File: config.mk
export PLATFORM = sky130hd
export DESIGN_NAME = floo_hbm_rw_scheduler
export DESIGN_NICKNAME = d
export VERILOG_FILES = /design/src/rtl/floo_hbm_rw_scheduler.sv
export SDC_FILE = /design/constraint.sdc
export NUM_CORES = 1
export LEC_CHECK = 0
export ABC_AREA = 1
export CAP_MARGIN = 30
export CORE_AREA = 4 4 190 192
export CTS_CLUSTER_SIZE = 10
export DETAILED_ROUTE_END_ITERATION = 16
export DIE_AREA = 0 0 194 196
export HOLD_SLACK_MARGIN = 0.06
export PLACE_DENSITY = 0.42
export SETUP_SLACK_MARGIN = 0.05
export SKIP_LAST_GASP = 1
export SLEW_MARGIN = 20
export SYNTH_ARGS = -nofsm -noshare
export SYNTH_HDL_FRONTEND = slang
export SYNTH_SLANG_ARGS = --single-unit
File: constraint.sdc
create_clock -name clk_i -period 2.9 [get_ports clk_i]
set_input_delay 0.58 -clock clk_i [delete_from_list [all_inputs] [get_ports clk_i]]
set_output_delay 0.58 -clock clk_i [all_outputs]
set_load 0.005 [all_outputs]
File: src/rtl/floo_hbm_rw_scheduler.sv
// Read/write phase scheduler for the joined AXI bus in front of an HBM channel.
// It groups AR and AW grants into bounded phases, inserts a turnaround gap
// between phases and caps outstanding reads and writes. It adds no register
// stage: gating is combinational on registered state.

package floo_hbm_rw_scheduler_pkg;

  typedef struct packed {
    logic [3:0]  id;
    logic [31:0] addr;
    logic [7:0]  len;
  } ax_chan_t;

  typedef struct packed {
    logic [63:0] data;
    logic        last;
  } w_chan_t;

  typedef struct packed {
    logic [3:0] id;
    logic [1:0] resp;
  } b_chan_t;

  typedef struct packed {
    logic [3:0]  id;
    logic [63:0] data;
    logic [1:0]  resp;
    logic        last;
  } r_chan_t;

  typedef struct packed {
    ax_chan_t aw;
    logic     aw_valid;
    w_chan_t  w;
    logic     w_valid;
    logic     b_ready;
    ax_chan_t ar;
    logic     ar_valid;
    logic     r_ready;
  } axi_req_t;

  typedef struct packed {
    logic    aw_ready;
    logic    ar_ready;
    logic    w_ready;
    b_chan_t b;
    logic    b_valid;
    r_chan_t r;
    logic    r_valid;
  } axi_rsp_t;

endpackage

module floo_hbm_rw_scheduler #(
  parameter int  MaxReadTxns  = 8,
  parameter int  MaxWriteTxns = 8,
  parameter int  PhaseBudget  = 4,
  parameter int  TurnCycles   = 2,
  parameter type axi_req_t    = floo_hbm_rw_scheduler_pkg::axi_req_t,
  parameter type axi_rsp_t    = floo_hbm_rw_scheduler_pkg::axi_rsp_t,
  localparam int RdW          = $clog2(MaxReadTxns + 1),
  localparam int WrW          = $clog2(MaxWriteTxns + 1)
) (
  input  logic           clk_i,
  input  logic           rst_ni,
  input  axi_req_t       slv_req_i,
  output axi_rsp_t       slv_rsp_o,
  output axi_req_t       mst_req_o,
  input  axi_rsp_t       mst_rsp_i,
  output logic [1:0]     phase_o,
  output logic [RdW-1:0] rd_outstanding_o,
  output logic [WrW-1:0] wr_outstanding_o
);

  localparam int BudW = (PhaseBudget > 1) ? $clog2(PhaseBudget) : 1;
  localparam int TcW  = (TurnCycles > 1) ? $clog2(TurnCycles) : 1;

  localparam logic [RdW-1:0]  RdMax   = RdW'(MaxReadTxns);
  localparam logic [WrW-1:0]  WrMax   = WrW'(MaxWriteTxns);
  localparam logic [BudW-1:0] BudLast = BudW'(PhaseBudget - 1);
  localparam logic [TcW-1:0]  TcLast  = TcW'(TurnCycles - 1);

  typedef enum logic [1:0] {
    IDLE  = 2'd0,
    READ  = 2'd1,
    WRITE = 2'd2,
    TURN  = 2'd3
  } state_e;

  state_e          state_q, state_d;
  state_e          target_q, target_d;
  state_e          last_dir_q, last_dir_d;
  logic [BudW-1:0] budget_q, budget_d;
  logic [TcW-1:0]  tc_q, tc_d;
  logic [RdW-1:0]  rd_cnt_q, rd_cnt_d;
  logic [WrW-1:0]  wr_cnt_q, wr_cnt_d;

  logic ar_v, aw_v;
  logic ar_grant, aw_grant;
  logic ar_hs, aw_hs, r_last_hs, b_hs;
  logic rd_hit, wr_hit, rd_yield, wr_yield;

  // Grants depend only on registered state, so no valid ever loops back through its own ready.
  assign ar_v     = slv_req_i.ar_valid;
  assign aw_v     = slv_req_i.aw_valid;
  assign ar_grant = (state_q == READ)  && (rd_cnt_q < RdMax);
  assign aw_grant = (state_q == WRITE) && (wr_cnt_q < WrMax);

  assign ar_hs     = ar_v && ar_grant && mst_rsp_i.ar_ready;
  assign aw_hs     = aw_v && aw_grant && mst_rsp_i.aw_ready;
  assign r_last_hs = mst_rsp_i.r_valid && slv_req_i.r_ready && mst_rsp_i.r.last;
  assign b_hs      = mst_rsp_i.b_valid && slv_req_i.b_ready;

  // A phase is over when its budget is spent, its requester goes quiet or its limit stalls it.
  assign rd_hit   = ar_hs && (budget_q == BudLast);
  assign wr_hit   = aw_hs && (budget_q == BudLast);
  assign rd_yield = rd_hit || !ar_v || !ar_grant;
  assign wr_yield = wr_hit || !aw_v || !aw_grant;

  // Pass everything through, masking only the address valid/ready pairs.
  always_comb begin
    mst_req_o          = slv_req_i;
    mst_req_o.ar_valid = slv_req_i.ar_valid & ar_grant;
    mst_req_o.aw_valid = slv_req_i.aw_valid & aw_grant;
    slv_rsp_o          = mst_rsp_i;
    slv_rsp_o.ar_ready = mst_rsp_i.ar_ready & ar_grant;
    slv_rsp_o.aw_ready = mst_rsp_i.aw_ready & aw_grant;
  end

  // Next-state logic for phase, turnaround target, budget and tie-break direction.
  always_comb begin
    // NOTE: every output gets a default first so no path infers a latch.
    state_d    = state_q;
    target_d   = target_q;
    last_dir_d = last_dir_q;
    budget_d   = budget_q;
    tc_d       = tc_q;
    case (state_q)
      IDLE: begin
        if (ar_v && aw_v) state_d = (last_dir_q == WRITE) ? READ : WRITE;
        else if (ar_v)    state_d = READ;
        else if (aw_v)    state_d = WRITE;
      end
      READ: begin
        if (rd_yield && aw_v) begin
          state_d  = (TurnCycles == 0) ? WRITE : TURN;
          target_d = WRITE;
        end else if (!ar_v) begin
          state_d = IDLE;
        end else if (rd_hit) begin
          budget_d = '0;
        end else if (ar_hs) begin
          budget_d = budget_q + BudW'(1);
        end
      end
      WRITE: begin
        if (wr_yield && ar_v) begin
          state_d  = (TurnCycles == 0) ? READ : TURN;
          target_d = READ;
        end else if (!aw_v) begin
          state_d = IDLE;
        end else if (wr_hit) begin
          budget_d = '0;
        end else if (aw_hs) begin
          budget_d = budget_q + BudW'(1);
        end
      end
      TURN: begin
        if (tc_q == TcLast) begin
          state_d = target_q;
          tc_d    = '0;
        end else begin
          tc_d = tc_q + TcW'(1);
        end
      end
      default: state_d = IDLE;
    endcase
    if (state_d != state_q) budget_d = '0;
    if (state_d != state_q && (state_d == READ || state_d == WRITE)) last_dir_d = state_d;
  end

  // Outstanding counters: simultaneous up and down cancel, a stray decrement at zero holds.
  always_comb begin
    rd_cnt_d = rd_cnt_q;
    wr_cnt_d = wr_cnt_q;
    if (ar_hs && !r_last_hs)                            rd_cnt_d = rd_cnt_q + RdW'(1);
    else if (!ar_hs && r_last_hs && rd_cnt_q != '0)     rd_cnt_d = rd_cnt_q - RdW'(1);
    if (aw_hs && !b_hs)                                 wr_cnt_d = wr_cnt_q + WrW'(1);
    else if (!aw_hs && b_hs && wr_cnt_q != '0)          wr_cnt_d = wr_cnt_q - WrW'(1);
  end

  // State registers; reset drops everything at once without draining.
  always_ff @(posedge clk_i or negedge rst_ni) begin
    if (!rst_ni) begin
      state_q    <= IDLE;
      target_q   <= READ;
      last_dir_q <= WRITE;
      budget_q   <= '0;
      tc_q       <= '0;
      rd_cnt_q   <= '0;
      wr_cnt_q   <= '0;
    end else begin
      // NOTE: non-blocking assignments keep every register sampling pre-edge values.
      state_q    <= state_d;
      target_q   <= target_d;
      last_dir_q <= last_dir_d;
      budget_q   <= budget_d;
      tc_q       <= tc_d;
      rd_cnt_q   <= rd_cnt_d;
      wr_cnt_q   <= wr_cnt_d;
    end
  end

  assign phase_o          = state_q;
  assign rd_outstanding_o = rd_cnt_q;
  assign wr_outstanding_o = wr_cnt_q;

  // A response with nothing outstanding means the downstream broke the protocol.
  rd_underflow: assert property (@(posedge clk_i) disable iff (!rst_ni)
    !(r_last_hs && !ar_hs && rd_cnt_q == '0))
    else $error("read counter decrement at zero");

  wr_underflow: assert property (@(posedge clk_i) disable iff (!rst_ni)
    !(b_hs && !aw_hs && wr_cnt_q == '0))
    else $error("write counter decrement at zero");

endmodule
==> flow_metrics.tcl <==
set metrics [dict create \
    status "finished, final reports clean" \
    finalNonFillerCells 650 \
    grt_pass1_vias 1566 \
    critical-path-top-delay-family "adder cells" \
    synth.most_common_cell "buf_4" \
    whs_ns 0.464 \
    synth_top_area_cell "buf_4" \
    grt_pass1_wl_um 11500 \
    synth.top_cell.area_share_pct 58.5 \
    design_area_sq_mm 0.00224 \
    clk_path_buf_depth 2 \
    synth-seq-cells 17 \
    drive_above_1_share_pct 18.0 \
    rsz0062_at_grt "false" \
    nets 448 \
    drv_cap 0 \
    num_rows 68 \
    crit_top_cell "inv_1" \
    drc 0 \
    dieArea_sq_mm 0.0380 \
    async_reset_ff_share_pct 100 \
    synthFlopType "dfrtp_1" \
    synthCells 391 \
    worst_setup_path_end_kind "flip-flop" \
    worstPathRequired_ns 3.08 \
    crit_chain "inv_1, ha_1, nand2_2, nor3_2, inv_1, nor2_1, inv_1, ha_1, a21oi_1, nand2_1, o21ai_0, xor2_1" \
    gr-usage-all-layers_pct 4.21 \
    ios 492 \
    dpl-instance-area_sq_mm 0.00216 \
    crit_arrival_ns 2.63 \
    synth_edf_count 0 \
    period_share_pct 84.6 \
    yosys_warnings 0 \
    detail-route-antenna-nets 0 \
    power_density_mw_per_mm2 849 \
    overflow 0 \
    area_delta_synth_final_pct -26.0 \
    numPortBuffers 29 \
    power_mw 1.90 \
    wirelength_um 8710 \
    core-area_sq_mm 0.0344 \
    clkSlewWorstSetupHoldPaths_ns 0.05 \
    tns_ns 0 \
    wl_per_cell_um 13.4 \
    die_w_um 194 \
    setup_viol 0 \
    holdBufCountCts 0 \
    hold_violations 0 \
    yosysSeqAreaShare_pct 14.1 \
    die_y_um 196 \
    busiest_layer "met2" \
    vias 1494 \
    grt_util_met3_pct 4.04 \
    cts.sinks 17 \
    slowest_stage "dfrtp_1" \
    vdd_drop_max_mv 0.237 \
    synth.area.top_cells "buf_4 (59%), dfrtp_1 (12%), nand2_1 (5.1%)" \
    synthTopCellsByCount "buf_4 (236), nand2_1 (41), inv_1 (16)" \
    syn_area_sq_mm 0.00303 \
    h-tree-depth 1 \
    insertion_delay_ns 0.25 \
    leakage_nw 0.805 \
    worst_pin_slew_ns 0.302 \
    slew_violations 0 \
    post_cts_resize_count 0 \
    start_util_pct 8.81 \
    dp_hpwl_um 7470 \
    use_met2_pct 5.75 \
    postCtsSetupBuffers 0 \
    crit_type "flip-flop to flip-flop" \
    cts_buffers 3 \
    worstHoldPathType "flip-flop to flip-flop" \
    dpl.cell_count 645 \
    path_buf_inv 3 \
    viasPerCell 2.30 \
    crit_path_max_incr_delay_ns 0.37 \
    path_max_fanout 6 \
    dr.pass1.iters 4 \
    start_kind "flip-flop" \
    gp_congestion 0.682 \
    drt-initial-drc-count 36 \
    ys_types 31 \
    period_minus_slack_ns 2.45 \
    max-slew-margin-rel_pct 79.5 \
    fmax_mhz 408 \
    cts_tree "built" \
    grt_max_degree 18 \
    root_buffer "clkbuf_16" \
    use_met1_pct 3.27 \
    syn_area_per_cell_sq_um 7.74 \
    synth_fp_nets 644 \
    finClkSkew_ns 0.00268 \
    fillCellCount 4080 \
    antenna_found_initial 0 \
]
worst min-delay path: stages, from the launching register on:
cell     delay, ns
dfstp_2       0.36
nand2_1       0.05
nand2_1       0.04
flip-flops by register name, indices dropped and copies added (netlist names):
name,flops
rd_outstanding_o,4
wr_outstanding_o,4
budget_q,2
last_dir_q,2
phase_o,2
target_q,2
tc_q,1
report_power, final:
part / internal [mW] / leakage (nW) / total (mW) / switching, mW
Clock: 0.187 / 0.0382 / 0.286 / 0.0987
Sequential: 0.363 / 0.201 / 0.477 / 0.114
Combinational: 0.515 / 0.566 / 1.14 / 0.625
path summary, 6_finish.rpt:
kind | from | end | slack [ns] | cells after the start
max | phase_o[0] | wr_outstanding_o[3] | 0.45 | 12
min | last_dir_q[1] | last_dir_q[1] | 0.46 | 2
max reg2reg | phase_o[0] | wr_outstanding_o[3] | 0.45 | 12
min reg2reg | last_dir_q[1] | last_dir_q[1] | 0.46 | 2
max in group asynchronous | rst_ni | last_dir_q[1] | 1.97 | 2
min in group asynchronous | rst_ni | tc_q | 0.67 | 2
through the flow:
stage / setup slack (ns) / util (%)
floorplan: 0.604 / -
global placement: 0.187 / 6.28
detailed placement: 0.176 / 6.28
CTS: 0.407 / 6.51
global route: 0.133 / 6.51
finish: 0.447 / 6.52
cell families after synthesis:
kind of cell / synth area share, %
flip-flops: 14.1
XOR/XNOR: 2.03
adder cells (fa/ha/maj): 5.04
multiplexers: 0.703
AND/OR/NAND/NOR: 11.9
buffers and inverters: 61.0
AO/OA/AOI/OAI: 5.21
layout by cell type, fill, tap and decap left out, drive strengths merged, types with 2 or more instances in the layout:
cell type,Yosys,final
nor3,2,2
xor2,6,6
dfstp,2,2
nand2,51,51
fa,2,2
ha,9,9
buf,236,6
o211ai,2,2
o21ai,9,9
clkbuf,0,4
dfrtp,15,15
nor2,8,8
inv,20,20
a21oi,10,10
nand3,10,10
clkdlybuf4s50,0,29
layer usage:
metal	up-vias	wire length, um
met5	-	0
li1	585	-
met4	0	1050
met1	592	2340
met3	110	1810
met2	207	3520
final cells by class:
| type | instances | area [sq um] | area share [%] |
|---|---|---|---|
| antenna | 1 | 2.50 | 0.112 |
| clock buffer | 4 | 78.8 | 3.52 |
| inverter | 20 | 75.1 | 3.35 |
| multi-input combinational | 118 | 752 | 33.6 |
| sequential | 17 | 428 | 19.1 |
| tap | 455 | 569 | 25.4 |
| timing repair buffer | 35 | 335 | 15.0 |
Power figures use the tool's default switching activity.
